### config.mk
export PLATFORM = sky130hd
export DESIGN_NAME = dmem_ctrl
export DESIGN_NICKNAME = d
export VERILOG_FILES = /design/src/rtl/dmem_ctrl.sv
export SDC_FILE = /design/constraint.sdc
export NUM_CORES = 1
export LEC_CHECK = 0
export CORE_MARGIN = 10
export CORE_UTILIZATION = 44
export DETAILED_ROUTE_END_ITERATION = 16
export GPL_TIMING_DRIVEN = 0
export PLACE_DENSITY = 0.86
export SLEW_MARGIN = 20
export SYNTH_ARGS = -nofsm -noshare
export SYNTH_HDL_FRONTEND = slang
export SYNTH_SLANG_ARGS = --single-unit
### constraint.sdc
create_clock -name clk -period 3.1 [get_ports clk]
set_input_delay 0.465 -clock clk [delete_from_list [all_inputs] [get_ports clk]]
set_output_delay 0.465 -clock clk [all_outputs]
set_load 0.05 [all_outputs]
### src/rtl/dmem_ctrl.sv
// Data-memory access controller: turns single-cycle core load/store requests into
// a request/ack bus transaction, stalling the core until the access completes.
module dmem_ctrl #(
  parameter int unsigned TIMEOUT = 16
) (
  input  logic        clk,
  input  logic        rst,
  input  logic        mem_ren,
  input  logic        mem_wen,
  input  logic [31:0] dmem_addr,
  input  logic [31:0] dmem_wdata,
  output logic [31:0] dmem_rdata,
  output logic        stall,
  output logic        bus_req,
  output logic        bus_we,
  output logic [31:0] bus_addr,
  output logic [31:0] bus_wdata,
  input  logic [31:0] bus_rdata,
  input  logic        bus_ack,
  output logic        err
);

  localparam logic [1:0] ST_IDLE = 2'd0;
  localparam logic [1:0] ST_REQ  = 2'd1;
  localparam logic [1:0] ST_DONE = 2'd2;

  localparam logic [7:0] CNT_LAST = 8'(TIMEOUT - 1);

  logic [1:0]  state_q, state_d;
  logic [31:0] addr_q, addr_d;
  logic [31:0] wdata_q, wdata_d;
  logic        we_q, we_d;
  logic [31:0] rdata_q, rdata_d;
  logic [7:0]  cnt_q, cnt_d;
  logic        err_q, err_d;
  logic        bus_req_q, bus_req_d;
  logic        stall_raw;

  // NOTE: every signal written here gets a default first, so no path leaves it unassigned (no latch).
  always_comb begin
    state_d   = state_q;
    addr_d    = addr_q;
    wdata_d   = wdata_q;
    we_d      = we_q;
    rdata_d   = rdata_q;
    cnt_d     = cnt_q;
    err_d     = 1'b0;
    stall_raw = 1'b0;

    case (state_q)
      ST_IDLE: begin
        if (mem_ren || mem_wen) begin
          stall_raw = 1'b1;
          addr_d    = dmem_addr;
          wdata_d   = dmem_wdata;
          we_d      = mem_wen;
          cnt_d     = 8'd0;
          if (dmem_addr[1:0] != 2'b00) begin
            err_d   = 1'b1;
            rdata_d = 32'd0;
            state_d = ST_DONE;
          end else begin
            state_d = ST_REQ;
          end
        end
      end
      ST_REQ: begin
        stall_raw = 1'b1;
        // An ack in the timeout cycle still wins: it is tested first.
        if (bus_ack) begin
          if (!we_q) rdata_d = bus_rdata;
          state_d = ST_DONE;
        end else if (cnt_q == CNT_LAST) begin
          err_d   = 1'b1;
          rdata_d = 32'd0;
          state_d = ST_DONE;
        end else begin
          cnt_d = cnt_q + 8'd1;
        end
      end
      ST_DONE: state_d = ST_IDLE;
      default: state_d = ST_IDLE;
    endcase

    bus_req_d = (state_d == ST_REQ);
  end

  // NOTE: sequential state uses non-blocking assignments so all flops update from pre-edge values.
  always_ff @(posedge clk) begin
    if (rst) begin
      state_q   <= ST_IDLE;
      addr_q    <= 32'd0;
      wdata_q   <= 32'd0;
      we_q      <= 1'b0;
      rdata_q   <= 32'd0;
      cnt_q     <= 8'd0;
      err_q     <= 1'b0;
      bus_req_q <= 1'b0;
    end else begin
      state_q   <= state_d;
      addr_q    <= addr_d;
      wdata_q   <= wdata_d;
      we_q      <= we_d;
      rdata_q   <= rdata_d;
      cnt_q     <= cnt_d;
      err_q     <= err_d;
      bus_req_q <= bus_req_d;
    end
  end

  assign stall      = stall_raw & ~rst;
  assign dmem_rdata = rdata_q;
  assign bus_req    = bus_req_q;
  assign bus_we     = we_q;
  assign bus_addr   = addr_q;
  assign bus_wdata  = wdata_q;
  assign err        = err_q;

endmodule

==> impl_metrics.env, run 1 <==
export IMPL_outcome="completed"
export IMPL_final_setup_skew_ps=15.98
export IMPL_dieArea_um2=13990
export IMPL_area_growth_pct=55.71
export IMPL_ir_drop_mv=0.3255
export IMPL_fin_crit_sh=0.9037
export IMPL_fin_tns_setup_ps=0
export IMPL_route_detailed_drc=0
export IMPL_numCtsBuffers=9
export IMPL_synth_seq_cells=109
export IMPL_grt_max_degree=20
export IMPL_critPathKind="in2out"
export IMPL_netlist_area_um2=4252
export IMPL_gp_congestion=0.8329
export IMPL_clkSlewWorstSetupHoldPaths_ps=110
export IMPL_cts_post_setup_buffers_inserted=0
export IMPL_syn_area_per_cell_um2=8.503
export IMPL_fp_row_count=35
export IMPL_fin_nets=813
export IMPL_num_antenna_cells=0
export IMPL_crit_path_start_kind="input pin"
export IMPL_multiInputGateArea_um2=1874
export IMPL_synthCells=500
export IMPL_cp_max_fo=6
export IMPL_clk_latency_ps=380
export IMPL_drive_above_1_share=0.05028
export IMPL_core_um2=9328
export IMPL_cts_hold_buf=0
export IMPL_worstSetupEndpointType="output port"
export IMPL_nFillCells=733
export IMPL_dp_cells=829
export IMPL_hpwlAfterDp_um=11510
export IMPL_ys_top_cells_by_area="dfxtp_1, nand2_1, a21oi_1"
export IMPL_regArea_um2=2182
export IMPL_worst_pin_slew_ps=572.7
export IMPL_synth_adder_area_share=0.002943
export IMPL_grt_busiest_layer="met2"
export IMPL_netlist_area_leader_share=0.5132
export IMPL_postRouteAntennaNets=0
export IMPL_slew_violations=0
export IMPL_use_met3=0.09472
export IMPL_wire_per_inst_um=17.02
export IMPL_vias_per_cell=4.953
export IMPL_io_buffers=200
export IMPL_wirelength_um=14380
export IMPL_synth_seq_area_share=0.5132
export IMPL_slew_limit_headroom=0.6170
export IMPL_clock_sinks=109
export IMPL_maxCapViolations=0
export IMPL_grtUsageTotal=0.1943
export IMPL_finalSetupViolCount=0
export IMPL_vias=4185
export IMPL_timing_fmax_mhz=357.0
export IMPL_cts_htree_levels=3
export IMPL_grt_pass1_vias=4235
export IMPL_synth_distinct_cells=35
export IMPL_power_leakage_nw=2.447
export IMPL_io_pins=201
export IMPL_yosys_area_share_simple=0.2475
export IMPL_clock_tree_buffer_depth=2
export IMPL_grt_ovfl_total=0
export IMPL_synthXorXnorAreaFrac=0
export IMPL_tritoncts="built"
export IMPL_grt_use_met2=0.3258
export IMPL_layoutNonFillerInstCount=845
export IMPL_synth_compound_area_frac=0.1127
export IMPL_whs_ps=459.7
export IMPL_cts_root_buf="clkbuf_8"
export IMPL_grt_setup_unrepaired="no"
export IMPL_drtIter0Drc=206
export IMPL_synth_top_family_by_area="simple AND/OR/NAND/NOR gates"
export IMPL_die_h_um=118.3
export IMPL_floorplan_initialDensity=0.4558
export IMPL_ctsResizeCount=0
export IMPL_chipWidth_um=118.3
export IMPL_yosysTopAreaCell="dfxtp_1"
export IMPL_synth_area_mux_share=0.07769
export IMPL_antenna_found_initial=0
export IMPL_gr_usage_met1=0.2067
export IMPL_power_density_nw_per_um2=491.9
export IMPL_final_hold_viol_count=0
export IMPL_hold_class="reg2reg"
export IMPL_fin_crit_ps=2801
export IMPL_required_ps=2630
export IMPL_firstDrtPassIters=4
export IMPL_synth_fp_nets=602
export IMPL_synth_warnings=0
export IMPL_grt_pass1_wl_um=22230
export IMPL_arrival_ps=2340
report_power, final:
group | internal, mW | leakage (nW) | switching, mW
sequential | 1.48 | 0.892 | 0.0408
clock | 0.355 | 0.105 | 0.523
combinational | 0.346 | 1.45 | 0.516
total | 2.18 | 2.45 | 1.08
state kept, by name, summed over array words and instances (netlist names):
register,flops
err,1
cnt_q,8
bus_we,1
bus_addr,32
bus_req,1
state_q,2
dmem_rdata,32
bus_wdata,32
cells in the mapped netlist:
| master | count |
|---|---|
| or3_2 | 3 |
| nand3_1 | 2 |
| nor3b_1 | 2 |
| or3_1 | 2 |
| a31o_2 | 1 |
| o31ai_1 | 3 |
| nand2b_1 | 34 |
| nand2_1 | 170 |
| o221ai_1 | 1 |
| o21bai_4 | 1 |
| o311ai_0 | 1 |
| or4_2 | 1 |
| a31oi_1 | 1 |
| nand4_1 | 2 |
| buf_6 | 1 |
| dfxtp_1 | 109 |
| a22oi_1 | 1 |
| or4_1 | 2 |
| buf_1 | 3 |
| clkbuf_1 | 26 |
| ha_1 | 1 |
| or4bb_1 | 1 |
| a21oi_1 | 70 |
| or4_4 | 1 |
| o21ai_0 | 2 |
| buf_2 | 3 |
| nor2_1 | 7 |
| mux2i_1 | 33 |
| o211ai_1 | 1 |
| or2_2 | 5 |
| a21boi_0 | 4 |
| nor3_1 | 1 |
| buf_12 | 3 |
| nor3b_2 | 1 |
| or2b_1 | 1 |
worst max-delay path: stages:
cell	delay, ps
clkdlybuf4s50_1	410
or2_2	270
clkbuf_1	160
nor2_1	190
clkdlybuf4s50_1	840
metal layers:
metal | vias up | part of all wire
li1 | 2063 | -
met1 | 1918 | 0.39
met2 | 178 | 0.47
met3 | 26 | 0.11
met4 | 0 | 0.027
met5 | - | 0
cell families after synthesis:
family,after synthesis
fa+ha+maj,1
mux,33
compound gates,86
simple gates,235
flops,109
buf+inv,36
placed cells by master, fill, tap and decap left out, types with 2 or more instances in the layout:
cell type        count
a21boi_0             4
a21oi_1             70
buf_1                3
buf_12               3
buf_2                3
clkbuf_1            26
clkbuf_8            11
clkdlybuf4s50_1    200
clkinv_4             2
dfxtp_1            109
mux2i_1             33
nand2_1            170
nand2b_1            34
nand3_1              2
nand4_1              2
nor2_1               7
nor3b_1              2
o21ai_0              2
o31ai_1              3
or2_2                5
or3_1                2
or3_2                3
or4_1                2
stage by stage:
step           worst slack, ps    util  instance area [um^2]  power (mW)
3_5_place_dp             314.0  0.6877                  6415       2.412
2_1_floorplan             1098       -                  4252       2.053
4_1_cts                  309.7  0.7097                  6620       3.276
3_3_place_gp             311.1  0.6877                  6415       2.390
5_1_grt                  224.3  0.7097                  6620       3.386
6_report                 298.6  0.7097                  6620       3.257
final cells by class:
type | count | share of cell area
plain buffers | 36 | 0.02948
clock buffers | 11 | 0.02287
clock inverters | 5 | 0.008127
multi-input cells | 355 | 0.2831
flip-flops and latches | 109 | 0.3296
well taps | 129 | 0.02438
repair buffers | 200 | 0.3024
final timing paths:
kind,start,to,slack (ps),cells after the start
worst max-delay path,rst,stall,300,5
worst min-delay path,bus_addr[18],bus_addr[18],460,2
worst max register to register,cnt_q[0],dmem_rdata[9],1110,7
worst min register to register,bus_addr[18],bus_addr[18],460,2
No activity file was read; power rests on OpenSTA's default activity.
==> run 2, diff against run 1 <==
clock period = 3.44 ns   (was 3.1 ns; I/O delays follow)
==> results of run 2 <==
Same layout as run 1 (identical final DEF). Status: completed.
Among the figures that moved: setup slack after placement 314.0 ps -> 552.0 ps; setup slack after layout 298.6 ps -> 536.6 ps; register-to-register setup slack 1110 ps -> 1450 ps; total power 3.257 mW -> 2.935 mW; worst IR drop on VDD 0.3255 mV -> 0.2933 mV
==> run 3, diff against run 2 <==
CORE_UTILIZATION = 37   (was 44)
PLACE_DENSITY = 0.77   (was 0.86)
clock period = 2.4 ns   (was 3.44 ns; I/O delays follow)
==> run 3 against run 2 <==
  * Via count shrank 1.7%
  * Clock power up 90%
  * Sequential cell count stayed put
  * Sequential power increased by 43%
  * Clock skew shrank 8.3 ps
  * First-iteration DRC count shrank 40%
  * Power rose by 56%
  * Utilization shrank 11 points
  * Largest cell class unchanged
  * Critical path type unchanged
  * Routed wire length fell by 4.4%
  * Register-to-register slack got worse by 1100 ps
  * Combinational power increased by 43%
  * Highest routed layer unchanged
  * Non-clock buffer count unchanged
==> impl_metrics.env, run 3 (synthesis gave the netlist of run 1 again) <==
export IMPL_hold_depth=2
export IMPL_clkSlewWorstSetupHoldPaths_ps=60
export IMPL_finalSetupViolCount=0
export IMPL_final_cell_mix="clkdlybuf4s50_1, nand2_1, dfxtp_1"
export IMPL_route_detailed_drc=0
export IMPL_drive_above_1_share=0.04749
export IMPL_antenna_found_initial=0
export IMPL_cts_root_buf="clkbuf_16"
export IMPL_arrival_ps=1910
export IMPL_grt_pass1_vias=4236
export IMPL_num_antenna_cells=0
export IMPL_power_density_nw_per_um2=678.3
export IMPL_wire_per_inst_um=16.01
export IMPL_postRouteAntennaNets=0
export IMPL_nFillCells=992
export IMPL_r2r_start="state_q[1]"
export IMPL_r2r_end="bus_addr[15]"
export IMPL_worst_pin_slew_ps=581.2
export IMPL_slew_limit_headroom=0.6125
export IMPL_dieArea_um2=16180
export IMPL_firstDrtPassIters=4
export IMPL_ir_drop_mv=0.3929
export IMPL_multiInputGateArea_um2=1874
export IMPL_gr_usage_met1=0.1741
export IMPL_grt_ovfl_total=0
export IMPL_whs_ps=454.1
export IMPL_final_common_cell="clkdlybuf4s50_1"
export IMPL_cp_max_fo=6
export IMPL_clk_latency_ps=340
export IMPL_critPathKind="in2out"
export IMPL_fin_crit_ps=2271
export IMPL_final_setup_skew_ps=7.646
export IMPL_ctsResizeCount=1
export IMPL_timing_fmax_mhz=440.3
export IMPL_layoutNonFillerInstCount=859
export IMPL_fin_crit_sh=0.9463
export IMPL_gp_congestion=0.8239
export IMPL_grt_pass1_wl_um=21670
export IMPL_core_um2=11320
export IMPL_power_total_mw=4.568
export IMPL_maxCapViolations=0
export IMPL_grt_use_met2=0.2618
export IMPL_clock_sinks=109
export IMPL_regArea_um2=2182
export IMPL_power_leakage_nw=2.495
export IMPL_crit_path_start_kind="input pin"
export IMPL_clock_tree_buffer_depth=2
export IMPL_chipWidth_um=127.2
export IMPL_tritoncts="built"
export IMPL_floorplan_initialDensity=0.3756
export IMPL_dp_cells=843
export IMPL_cts_hold_buf=0
export IMPL_wirelength_um=13750
export IMPL_fin_tns_setup_ps=0
export IMPL_fp_row_count=39
export IMPL_slew_violations=0
export IMPL_drtIter0Drc=123
export IMPL_outcome="completed"
export IMPL_grt_max_degree=17
export IMPL_fin_nets=813
export IMPL_hpwlAfterDp_um=10960
export IMPL_grt_setup_unrepaired="no"
export IMPL_required_ps=2040
export IMPL_final_hold_viol_count=0
export IMPL_utilization=0.5949
export IMPL_rrSetupSlack_ps=340
export IMPL_area_growth_pct=58.42
export IMPL_hold_class="reg2reg"
export IMPL_io_buffers=200
export IMPL_reg2reg_depth=6
export IMPL_grtUsageTotal=0.1621
export IMPL_cts_post_setup_buffers_inserted=0
export IMPL_vias=4113
export IMPL_min_from="bus_wdata[6]"
export IMPL_worstSetupEndpointType="output port"
export IMPL_die_h_um=127.2
export IMPL_grt_busiest_layer="met2"
export IMPL_worstHoldEndpoint="bus_wdata[6]"
export IMPL_cts_htree_levels=3
export IMPL_numCtsBuffers=9
export IMPL_vias_per_cell=4.788
export IMPL_io_pins=201
export IMPL_use_met3=0.09016
## run 3: power breakdown
| group | switching [mW] | internal, mW |
|---|---|---|
| Clock | 0.636 | 0.868 |
| Combinational | 0.660 | 0.446 |
| Sequential | 0.0520 | 1.91 |
## run 3: worst max path at each step
| stage | depth (start not counted) | start | endpoint | slack (ps) |
|---|---|---|---|---|
| after floorplan | 3 | rst | stall | 610 |
| after global placement | 5 | rst | stall | -160 |
| after detailed placement | 5 | rst | stall | -150 |
| after CTS | 5 | rst | stall | 120 |
| after global routing | 5 | rst | stall | 30 |
| final | 5 | rst | stall | 130 |
## run 3: area by class of cell
cell class	count	area share
clock buffers	13	0.03864
well taps	143	0.02657
plain buffers	36	0.02898
clock inverters	3	0.006502
multi-input cells	355	0.2783
repair buffers	200	0.2970
flip-flops and latches	109	0.3240
## run 3: critical path, stage by stage
cell	delay [ps]
clkdlybuf4s50_1	420
or2_2	270
clkbuf_1	160
nor2_1	140
dlygate4sd2_1	540
## run 3: per-layer routing
metal | vias up | wire length, um
met5 | - | 0
met4 | 0 | 335
met3 | 22 | 1756
met2 | 168 | 6220
met1 | 1857 | 5437
li1 | 2066 | -
## run 3: metrics by stage
| stage | setup WS [ps] | area (um^2) |
|---|---|---|
| 2_1_floorplan | 608.3 | 4252 |
| 3_3_place_gp | -156.9 | 6432 |
| 3_5_place_dp | -150.3 | 6432 |
| 4_1_cts | 116.5 | 6735 |
| 5_1_grt | 26.95 | 6735 |
| 6_report | 128.8 | 6735 |
==> patch: new RTL, settings of run 3 <==
`wdata_q` no longer has a reset.
--- a/src/rtl/dmem_ctrl.sv
+++ b/src/rtl/dmem_ctrl.sv
@@ -91,5 +91,4 @@
       state_q   <= ST_IDLE;
       addr_q    <= 32'd0;
-      wdata_q   <= 32'd0;
       we_q      <= 1'b0;
       rdata_q   <= 32'd0;
@@ -100,5 +99,4 @@
       state_q   <= state_d;
       addr_q    <= addr_d;
-      wdata_q   <= wdata_d;
       we_q      <= we_d;
       rdata_q   <= rdata_d;
@@ -107,4 +105,8 @@
       bus_req_q <= bus_req_d;
     end
+  end
+
+  always_ff @(posedge clk) begin
+    wdata_q <= wdata_d;
   end
 
Behaviour: not the same (a bounded check fails within 4 cycles, from zero or initial values and one cycle with rst high).
==> patch against run 3 <==
  * Cell area down 4.9%
  * Count of clock-buffer cells in the layout down 4
  * Synthesized area down 6.1%
  * Power down 5.4%
  * Setup slack better by 0.12 ns
  * Wire length down 0.38%
  * Global-route usage up 0.27 points
  * Sequential cell count unchanged
  * Critical path type unchanged
==> patch: results (changes against run 3) <==
status:
  status: "finished clean"
worst_setup_path:
  crit_fanout: 3  # -3
  cp_data_arrival_time_ns: 1.79  # -0.12 ns
  reg2reg_from: "state_q[0]"
  slowest_delay_ns: 0.46  # -0.08 ns
  slowest_stage: "clkdlybuf4s50_1"
power:
  p_sw_share_pct: 30.7  # +1.2 points
  vdd_ir_drop_max_mv: 0.303  # -23%
  power_leakage_nw: 2.20  # -12%
sta:
  skew_ns: 0.0135  # +0.00583 ns
  slew_headroom_pct: 53.3  # -7.9 points
clock_tree:
  path_clk_slew_ns: 0.11  # +0.05 ns
  cts-root-buf: "clkbuf_8"
synth:
  muxShareOfSynthArea_pct: 0.752  # -7.0 points
  ys_top_cells_by_area: "dfxtp_1, edfxtp_1, a21oi_1"
  synth.distinct_cells: 36  # +2.9%
  netlist.area_leader.share_pct: 38.6  # -13 points
  syn_area_per_cell_um2: 10.1  # +19%
  synth_enable_flop_cells: 32  # +32
  syn_nets: 498  # -17%
placement:
  dp_hpwl_um: 10600  # -3.1%
  numPortBuffers: 199  # -0.50%
routing:
  wl_um: 13700  # -0.38%
  vias: 3850  # -6.4%
grt:
  grt_pass1_vias: 3688  # -13%
  grt_max_degree: 31  # +14
  grt_pass1_wl_um: 20000  # -7.6%
hold_path:
  hp-start: "bus_addr[4]"
patch: changes by cell type in the layout (fill, tap and decap cells not counted), moves of 5 or more:
cell,delta
dfxtp_1,-32
clkbuf_16,-9
edfxtp_1,+32
clkbuf_1,-8
clkbuf_8,+7
nand2_1,-99
nand2b_1,-28
o21ai_0,+34
mux2i_1,-30
buf_2,+5
nand4_1,+30
patch: final cells by class:
class	instances	area, um^2	area share (%)
buffer	32	139	2.17
clock buffer	9	124	1.93
clock inverter	7	105	1.64
inverter	3	11.3	0.176
multi-input combinational	252	1340	21.0
sequential	109	2500	39.1
tap	136	170	2.66
timing repair buffer	200	2010	31.4
patch: metal layers:
layer | wire length, um | track usage [%]
met3 | 1490 | 5.16
met4 | 193 | 4.60
met2 | 6510 | 27.5
met1 | 5500 | 20.1
met5 | 0 | 0
patch: worst register-to-register path, stage by stage, from the launching register on:
cell,delay [ns]
dfxtp_1,0.36
buf_2,0.19
nor3b_1,0.61
clkbuf_1,0.42
nand4_1,0.17
a21oi_1,0.18
patch: path summary, 6_finish.rpt:
check,to,slack (ns),depth (start not counted)
setup / recovery,stall,0.25,4
hold / removal,bus_addr[4],0.46,2
setup reg to reg,dmem_rdata[14],0.42,5
hold reg to reg,bus_addr[4],0.46,2
patch: power by group through the flow:
| stage | logic [mW] | registers, mW | clock network (mW) |
|---|---|---|---|
| after floorplan | 0.205 | 2.46 | 0 |
| after global placement | 1.00 | 2.10 | 0 |
| after detailed placement | 1.02 | 2.10 | 0 |
| after CTS | 1.02 | 2.06 | 1.28 |
| after global routing | 1.07 | 2.07 | 1.36 |
| final | 1.02 | 2.05 | 1.25 |
